File: src/rtl/pc_sequencer_if.sv
// Fetch-control bundle between the pipeline and the PC sequencer.
// The sequencer uses the slave view; pipeline-side logic uses the master view.
interface pc_sequencer_if #(
  parameter int unsigned DW = 32
);
  logic [DW-1:0] PCCurrent;
  logic          BranchTaken;
  logic [DW-1:0] BranchTarget;
  logic          JumpEn;
  logic [DW-1:0] JumpTarget;
  logic          LoadUseHazard;
  logic          IMemReady;
  logic [DW-1:0] PCNext;
  logic          PCWrite;
  logic          PCReset;
  logic          IFIDWrite;
  logic          IFIDFlush;
  logic          IDEXFlush;
  logic [15:0]   StallCount;

  modport master (
    output PCCurrent, BranchTaken, BranchTarget, JumpEn, JumpTarget,
           LoadUseHazard, IMemReady,
    input  PCNext, PCWrite, PCReset, IFIDWrite, IFIDFlush, IDEXFlush,
           StallCount
  );

  modport slave (
    input  PCCurrent, BranchTaken, BranchTarget, JumpEn, JumpTarget,
           LoadUseHazard, IMemReady,
    output PCNext, PCWrite, PCReset, IFIDWrite, IFIDFlush, IDEXFlush,
           StallCount
  );
endinterface

File: src/rtl/pc_sequencer.sv
// PC sequencer: chooses the next PC and the IF/ID and ID/EX control strobes
// from redirects, load-use hazards and instruction-memory readiness.
module pc_sequencer #(
  parameter int unsigned DW        = 32,
  parameter int unsigned STALL_CYC = 1
) (
  input logic           Clk,
  input logic           Reset,
  pc_sequencer_if.slave bus
);

  typedef enum logic [2:0] {
    INIT,
    RUN,
    STALL,
    FLUSH,
    WAIT
  } state_t;

  localparam logic [3:0] STALL_LOAD = 4'(STALL_CYC - 1);

  state_t        state;
  state_t        state_next;
  logic [3:0]    stall_cnt;
  logic [3:0]    stall_cnt_next;
  logic          pend_valid;
  logic          pend_valid_next;
  logic [DW-1:0] pend_target;
  logic [DW-1:0] pend_target_next;
  logic [15:0]   stall_count;

  logic          redirect;
  logic [DW-1:0] target;
  logic [DW-1:0] pc_plus4;

  logic [DW-1:0] pc_next;
  logic          pc_write;
  logic          pc_reset;
  logic          ifid_write;
  logic          ifid_flush;
  logic          idex_flush;

  // Redirect resolution: a taken branch wins over a jump in the same cycle.
  always_comb begin
    redirect = bus.BranchTaken | bus.JumpEn;
    target   = bus.BranchTaken ? bus.BranchTarget : bus.JumpTarget;
    pc_plus4 = bus.PCCurrent + DW'(4);
  end

  // State, stall counter and pending-redirect registers.
  always_ff @(posedge Clk or posedge Reset) begin
    if (Reset) begin
      state       <= INIT;
      stall_cnt   <= '0;
      pend_valid  <= 1'b0;
      pend_target <= '0;
    end else begin
      state       <= state_next;
      stall_cnt   <= stall_cnt_next;
      pend_valid  <= pend_valid_next;
      pend_target <= pend_target_next;
    end
  end

  // Next-state and output decode; priority is redirect, hazard, memory wait.
  always_comb begin
    state_next       = state;
    stall_cnt_next   = stall_cnt;
    pend_valid_next  = pend_valid;
    pend_target_next = pend_target;
    pc_next          = pc_plus4;
    pc_write         = 1'b1;
    pc_reset         = 1'b0;
    ifid_write       = 1'b1;
    ifid_flush       = 1'b0;
    idex_flush       = 1'b0;

    case (state)
      INIT: begin
        pc_reset   = 1'b1;
        pc_write   = 1'b0;
        ifid_write = 1'b0;
        ifid_flush = 1'b1;
        state_next = RUN;
      end

      WAIT: begin
        if (bus.IMemReady) begin
          pend_valid_next = 1'b0;
          if (redirect) begin
            pc_next    = target;
            idex_flush = bus.BranchTaken;
            state_next = FLUSH;
          end else if (pend_valid) begin
            pc_next    = pend_target;
            state_next = FLUSH;
          end else begin
            state_next = RUN;
          end
        end else begin
          pc_write   = 1'b0;
          ifid_write = 1'b0;
          ifid_flush = 1'b1;
          if (redirect) begin
            pend_valid_next  = 1'b1;
            pend_target_next = target;
            idex_flush       = bus.BranchTaken;
          end
        end
      end

      default: begin
        if (redirect) begin
          ifid_flush     = 1'b1;
          idex_flush     = bus.BranchTaken;
          stall_cnt_next = '0;
          if (bus.IMemReady) begin
            pc_next    = target;
            state_next = FLUSH;
          end else begin
            pc_write         = 1'b0;
            ifid_write       = 1'b0;
            pend_valid_next  = 1'b1;
            pend_target_next = target;
            state_next       = WAIT;
          end
        end else if (state == STALL) begin
          // A hazard seen while already stalling does not extend the stall.
          pc_write   = 1'b0;
          ifid_write = 1'b0;
          idex_flush = 1'b1;
          if (stall_cnt <= 4'd1) begin
            stall_cnt_next = '0;
            state_next     = RUN;
          end else begin
            stall_cnt_next = stall_cnt - 4'd1;
          end
        end else if (bus.LoadUseHazard) begin
          pc_write       = 1'b0;
          ifid_write     = 1'b0;
          idex_flush     = 1'b1;
          stall_cnt_next = STALL_LOAD;
          state_next     = (STALL_LOAD == '0) ? RUN : STALL;
        end else if (!bus.IMemReady) begin
          pc_write   = 1'b0;
          ifid_write = 1'b0;
          ifid_flush = 1'b1;
          state_next = WAIT;
        end else begin
          ifid_flush = (state == FLUSH);
          state_next = RUN;
        end
      end
    endcase
  end

  // Saturating count of cycles with the PC held, excluding the INIT cycle.
  always_ff @(posedge Clk or posedge Reset) begin
    if (Reset) begin
      stall_count <= '0;
    end else if ((state != INIT) && !pc_write && (stall_count != '1)) begin
      stall_count <= stall_count + 16'd1;
    end
  end

  assign bus.PCNext     = pc_next;
  assign bus.PCWrite    = pc_write;
  assign bus.PCReset    = pc_reset;
  assign bus.IFIDWrite  = ifid_write;
  assign bus.IFIDFlush  = ifid_flush;
  assign bus.IDEXFlush  = idex_flush;
  assign bus.StallCount = stall_count;

endmodule

File: src/flat_wrapper.sv
// flat-port wrapper written by rule: the top's interface ports become plain ports
module pc_sequencer_flat 
#(
  parameter int unsigned DW        = 32,
  parameter int unsigned STALL_CYC = 1
)
  (Clk, Reset, bus_PCCurrent, bus_BranchTaken, bus_BranchTarget, bus_JumpEn, bus_JumpTarget, bus_LoadUseHazard, bus_IMemReady, bus_PCNext, bus_PCWrite, bus_PCReset, bus_IFIDWrite, bus_IFIDFlush, bus_IDEXFlush, bus_StallCount);
  pc_sequencer_if #(.DW(DW)) bus_i ();
  input logic Clk;
  input logic Reset;
  input wire logic [$bits(bus_i.PCCurrent)-1:0] bus_PCCurrent;
  input wire logic [$bits(bus_i.BranchTaken)-1:0] bus_BranchTaken;
  input wire logic [$bits(bus_i.BranchTarget)-1:0] bus_BranchTarget;
  input wire logic [$bits(bus_i.JumpEn)-1:0] bus_JumpEn;
  input wire logic [$bits(bus_i.JumpTarget)-1:0] bus_JumpTarget;
  input wire logic [$bits(bus_i.LoadUseHazard)-1:0] bus_LoadUseHazard;
  input wire logic [$bits(bus_i.IMemReady)-1:0] bus_IMemReady;
  output wire logic [$bits(bus_i.PCNext)-1:0] bus_PCNext;
  output wire logic [$bits(bus_i.PCWrite)-1:0] bus_PCWrite;
  output wire logic [$bits(bus_i.PCReset)-1:0] bus_PCReset;
  output wire logic [$bits(bus_i.IFIDWrite)-1:0] bus_IFIDWrite;
  output wire logic [$bits(bus_i.IFIDFlush)-1:0] bus_IFIDFlush;
  output wire logic [$bits(bus_i.IDEXFlush)-1:0] bus_IDEXFlush;
  output wire logic [$bits(bus_i.StallCount)-1:0] bus_StallCount;
  assign bus_i.PCCurrent = bus_PCCurrent;
  assign bus_i.BranchTaken = bus_BranchTaken;
  assign bus_i.BranchTarget = bus_BranchTarget;
  assign bus_i.JumpEn = bus_JumpEn;
  assign bus_i.JumpTarget = bus_JumpTarget;
  assign bus_i.LoadUseHazard = bus_LoadUseHazard;
  assign bus_i.IMemReady = bus_IMemReady;
  assign bus_PCNext = bus_i.PCNext;
  assign bus_PCWrite = bus_i.PCWrite;
  assign bus_PCReset = bus_i.PCReset;
  assign bus_IFIDWrite = bus_i.IFIDWrite;
  assign bus_IFIDFlush = bus_i.IFIDFlush;
  assign bus_IDEXFlush = bus_i.IDEXFlush;
  assign bus_StallCount = bus_i.StallCount;
  pc_sequencer #(.DW(DW), .STALL_CYC(STALL_CYC)) u_core (.Clk(Clk), .Reset(Reset), .bus(bus_i));
endmodule
File: config.mk
export PLATFORM = sky130hd
export DESIGN_NAME = pc_sequencer_flat
export DESIGN_NICKNAME = d
export VERILOG_FILES = /design/src/rtl/pc_sequencer_if.sv /design/src/rtl/pc_sequencer.sv /design/src/flat_wrapper.sv
export SDC_FILE = /design/constraint.sdc
export NUM_CORES = 1
export LEC_CHECK = 0
export ABC_CLOCK_PERIOD_IN_PS = 4019
export BUFFER_PORTS_ARGS = -buffer_cell sky130_fd_sc_hd__buf_2
export CAP_MARGIN = 20
export CORE_MARGIN = 2
export CORE_UTILIZATION = 45
export CTS_CLUSTER_DIAMETER = 50
export DETAILED_ROUTE_END_ITERATION = 16
export GPL_ROUTABILITY_DRIVEN = 1
export PLACE_DENSITY_LB_ADDON = 0.25
export SYNTH_ARGS = -nofsm -noshare
export SYNTH_HDL_FRONTEND = slang
export SYNTH_SLANG_ARGS = --single-unit
File: constraint.sdc
create_clock -name Clk -period 4.02 [get_ports Clk]
set_input_delay 0.603 -clock Clk [delete_from_list [all_inputs] [get_ports Clk]]
set_output_delay 0.603 -clock Clk [all_outputs]
set_load 0.005 [all_outputs]
## Word level (Yosys, flattened, before mapping)

Cells that the tools add are included.

- $add $sub $neg: 3
- Order comparisons: 1
- Equality and inequality tests: 7
- Multiplexer cells: 48
- Bitwise operators: 4
- Reduce and logical (&&, ||, !) cells: 13

Operators by type and width:

| kind | count |
|---|---|
| 2-to-1 mux 32 bit | 10 |
| case mux 32 bit (2 select lines) | 2 |
| adder 32 x 3 -> 32 bit, second input constant | 1 |
| 2-to-1 mux 3 bit | 8 |
| 2-to-1 mux 1 bit | 18 |
| adder 16 x 1 -> 16 bit, second input constant | 1 |
| 2-to-1 mux 4 bit | 4 |
| != test 16 bit, second input constant | 1 |
| case mux 1 bit (2 select lines) | 4 |
| == test 3 x 2 -> 1 bit, second input constant | 2 |
| case mux 3 bit (2 select lines) | 1 |
| nonzero test 3 bit | 2 |
| != test 5 x 4 -> 1 bit, second input constant | 1 |
| less-or-equal comparator 4 x 1 -> 1 bit, second input constant | 1 |
| AND reduction 2 bit | 2 |
| AND reduction 4 bit | 1 |
| nonzero test 2 bit | 2 |
| subtractor 4 x 1 -> 4 bit, second input constant | 1 |
| == test 3 bit, second input constant | 1 |
| logical NOT 3 bit | 1 |
| inverter 1 bit | 3 |
| AND reduction 3 bit | 1 |
| logical AND 1 bit | 2 |
| 2-to-1 mux 2 bit | 1 |
| other kinds (5) | 5 |

- Register bits: 56
- Input port bits: 102
- Output and inout bits: 53
- Logic and storage cells: 81

## Logic depth before layout (Yosys ltp)

- Depth after elaboration: 8
- Mapped depth: 7
- Depth with buffers taken out: 7

## Worst setup path after synthesis

OpenSTA, ideal clock, no wires.

- Path type: input-to-output
- Start: input bus_PCCurrent[2]
- End: output bus_PCNext[30]
- Arrival time: 2.031 ns
- Data required time: 3.417 ns
- Path slack: 1.386 ns
- Stages on the path: 7
- Path buffers: 1
- Cell sequence: ha_1 > nand4_1 > or4_1 > buf_6 > nor4_4 > xnor2_1 > o221ai_2

- Cells in the longest elaborated chain, start to end: 5
- Elaborated cells on any way between the ends: 7
- Those cells by class: add/sub: 1; mux: 6

RTL lines:

| what | line | RTL |
|---|---|---|
| start, declared | flat_wrapper.sv:11 | `input wire logic [$bits(bus_i.PCCurrent)-1:0] bus_PCCurrent;` |
| adder 32 x 3 -> 32 bit * | pc_sequencer.sv:47 | `pc_plus4 = bus.PCCurrent + DW'(4);` |
| 2-to-1 mux 32 bit | pc_sequencer.sv:94 | `end else if (pend_valid) begin` |
| 2-to-1 mux 32 bit | pc_sequencer.sv:90 | `if (redirect) begin` |
| 2-to-1 mux 32 bit | pc_sequencer.sv:88 | `if (bus.IMemReady) begin` |
| case mux 32 bit (2 select lines) * | pc_sequencer.sv:78 | `case (state)` |
| end, declared | flat_wrapper.sv:18 | `output wire logic [$bits(bus_i.PCNext)-1:0] bus_PCNext;` |

Mark *: on every way between the ends. The rest lies on a longest branch, timed or not.

## Final worst setup path

- Start: input bus_PCCurrent[2]
- End: output bus_PCNext[28]

The elaborated chain is that of the path after synthesis.

==> metrics.yaml <==
sta:
  timing.final.crit_share_pct: 78.0
  final-max-slew-violation-count: 0
  relSlewSlack_pct: 40.3
  timing_hold_violations_final: 0
  skew_ns: 0.0125
  timing.final.setup_violations: 0
  rsz_0062_raised_after_global_routing: "no"
  clock.fmax_mhz: 319
  setup_tns_ns: 0
  fin_hold_ws_ns: 0.322
  worstMarginPinSlew_ns: 0.882
  finalWorstPathRequiredPeriod_ns: 3.14
finish:
  multiInputGateArea_sq_um: 2490
  postLayoutCoreUtil_pct: 57.8
  layout.cells.most_common: "sky130_fd_sc_hd__buf_2"
  drive_above_1_share_pct: 30.4
  syn_to_final_growth_pct: 24.7
  nFillCells: 826
  antennaDiodeCount: 0
  layoutNonFillerInstCount: 727
  final-seq-area_sq_um: 1400
  top_library_cells_by_usage_in_the_layout_fill_and_taps_aside: "sky130_fd_sc_hd__buf_2, sky130_fd_sc_hd__nor2_1, sky130_fd_sc_hd__dfrtp_1"
  nets: 724
logic_synthesis:
  synth.lib_cells_used.distinct: 55
  syn_nets: 583
  synth.avg_cell_area_sq_um: 8.47
  synth.cell_area_sq_um: 4040
  synth-seq-cells: 56
  synthesis.yosys.warnings: 0
  synthFlopType: "sky130_fd_sc_hd__dfrtp_1"
  synth-seq-area-share_pct: 34.7
  synth_async_sr_flop_share_pct: 100
  number_of_synthesized_flops_with_an_enable_pin: 0
  synthCells: 477
floorplanning:
  initial_utilization_pct: 46.3
  die_width_microns: 98.8
  core_area_sq_um: 8720
  row_count: 34
  die_area_sq_um: 9750
  design.portCount: 155
  die_h_microns: 98.8
critical_path:
  startpoint_type: "input pin"
  worstPathArrival_ns: 2.53
  critical_path_required_ns: 3.42
  slowest_delay_ns: 0.65
  worstSetupPathType: "input pin to output pin"
  crit_chain: "buf_2, ha_1, nand4_1, or4_1, nor3_1, xnor2_1, o221ai_1, buf_2"
  end_kind: "output pin"
  critPathMaxFanout: 8
  cpMostUsedCell: "sky130_fd_sc_hd__buf_2"
  cp_slowest_cell: "sky130_fd_sc_hd__or4_1"
clock_network:
  numCtsBuffers: 5
  cts.sinks: 56
  ctsResizeCount: 0
  cts-htree-levels: 2
  clock_insertion_delay_worst_skew_ns: 0.31
  clockRootBuffer: "sky130_fd_sc_hd__clkbuf_8"
  postCtsSetupBuffers: 0
  post_cts_hold_buffer_count: 0
  clk_path_buf_depth: 2
  clk_transition_reported_paths_ns: 0.11
  cts_tree: "yes"
global_routing:
  grt_pass1_wl_mm: 18.9
  grt_max_degree: 36
  groute.usage.overall_pct: 23.3
  first_global_vias: 3901
  grt_antenna_before_repair: 0
  global_route.overflow_total: 0
pwr:
  report.power.total_uw: 1690
  leakage_power_summed_over_all_cells_uw: 0.00230
  total_power_density_per_cell_area_nw_per_um2: 335
  power.ir.vdd_worst_mv: 0.184
placement:
  place.port_buffers: 154
  finalWeightedCongestion: 0.916
  dp_cells: 719
  hpwl_mm: 8.88
status:
  run_status: "completed"
detailed_routing:
  drt-initial-drc-count: 190
  wire_per_inst_microns: 15.8
  wirelength_mm: 11.5
  drt.antenna.violating_nets: 0
  drtPass1Iterations: 5
  num_vias: 4111
  drc_errors: 0
  route.detailed.vias_per_inst: 5.65
hold_path:
  hold_path.class: "input pin to asynchronous set/reset pin"
run:
  cap_viol_max_count: 0
-- cell usage after synthesis (all sizes together) (2+ instances only) --
| cell type | n | area share [%] |
|---|---|---|
| nor2b | 6 | 0.93 |
| and3 | 10 | 1.5 |
| inv | 10 | 0.93 |
| a21oi | 38 | 4.7 |
| clkbuf | 20 | 1.9 |
| xor2 | 5 | 1.1 |
| nand2 | 50 | 4.6 |
| nor2 | 59 | 5.5 |
| nor3 | 14 | 1.9 |
| mux2 | 3 | 0.84 |
| nor4 | 5 | 1.7 |
| o31ai | 2 | 0.37 |
| a21o | 3 | 0.56 |
| nand4 | 15 | 2.3 |
| o22ai | 2 | 0.31 |
| a31oi | 2 | 0.31 |
| a221o | 3 | 0.74 |
| o21a | 4 | 0.74 |
| o21ai | 15 | 1.9 |
| o221ai | 21 | 5.0 |
| or4 | 3 | 0.56 |
| a22oi | 2 | 0.37 |
| mux2i | 31 | 7.7 |
| or3 | 3 | 0.46 |
| a211oi | 2 | 0.50 |
| or2 | 2 | 0.31 |
| nand3 | 16 | 2.0 |
| xnor2 | 39 | 8.5 |
| nor3b | 6 | 1.1 |
| dfrtp | 56 | 35 |
| ha | 4 | 1.2 |
| and2 | 2 | 0.31 |
| and4 | 2 | 0.43 |
| buf | 9 | 1.3 |
-- worst paths after layout --
check	cells after the start	from	slack, ns	end
max in group asynchronous	3	Reset	2.87	u_core.stall_cnt[2]
worst min-delay path	2	Reset	0.32	u_core.pend_target[0]
worst max register to register	6	u_core.state[2]	1.85	u_core.bus.StallCount[12]
min in group Clk	1	u_core.bus.StallCount[10]	0.51	u_core.bus.StallCount[10]
worst max-delay path	8	bus_PCCurrent[2]	0.88	bus_PCNext[28]
worst min register to register	1	u_core.bus.StallCount[10]	0.51	u_core.bus.StallCount[10]
-- flip-flops by register name (all words and copies together) (netlist names) --
signal and cells:
u_core.pend_target 32, u_core.bus.StallCount 16, u_core.stall_cnt 4, u_core.state 3, u_core.pend_valid 1
-- logic make-up (layout without fill, tap and decap cells) --
kind of cell	Yosys count	after routing	synth area share (%)
simple gates	197	197	24.4
compound gates	103	103	17.5
flops	56	56	34.7
xor+xnor	44	44	9.54
buf+inv	39	181	4.06
mux	34	34	8.52
fa+ha+maj	4	4	1.24
-- power breakdown --
part           total, uW  leakage, uW  internal [uW]  switching [uW]
clock network        449    0.0000687            251             198
registers            742     0.000665            659            82.9
logic                496      0.00156            236             259
total               1690      0.00230           1150             541
-- critical path: cells and delay by family --
kind / cells / cell delay, ns
AO/OA/AOI/OAI: 1 / 0.15
XOR/XNOR: 1 / 0.17
adder cells (fa/ha/maj): 1 / 0.21
buffers and inverters: 2 / 0.28
AND/OR/NAND/NOR: 3 / 1.11
-- area by class of cell --
type | count | area share [%]
repair buffers | 163 | 16.6
inverters | 10 | 0.745
clock buffers | 5 | 1.37
clock inverters | 3 | 1.37
flip-flops and latches | 56 | 27.8
well taps | 108 | 2.68
multi-input cells | 382 | 49.4
-- metrics by stage --
stage | instance area [sq um] | setup WS (ns)
after floorplan | 4040 | 1.39
after global placement | 4900 | 0.951
after detailed placement | 4900 | 0.888
after CTS | 5040 | 0.884
after global routing | 5040 | 0.670
final | 5040 | 0.883
-- metal layers --
metal,vias up,GRT usage [%],share of wire (%)
li1,2003,-,-
met1,1960,32.7,44
met2,135,38.6,49
met3,13,3.40,6.0
met4,0,5.06,1.1
met5,-,0,0
Power figures use the tool's default switching activity.
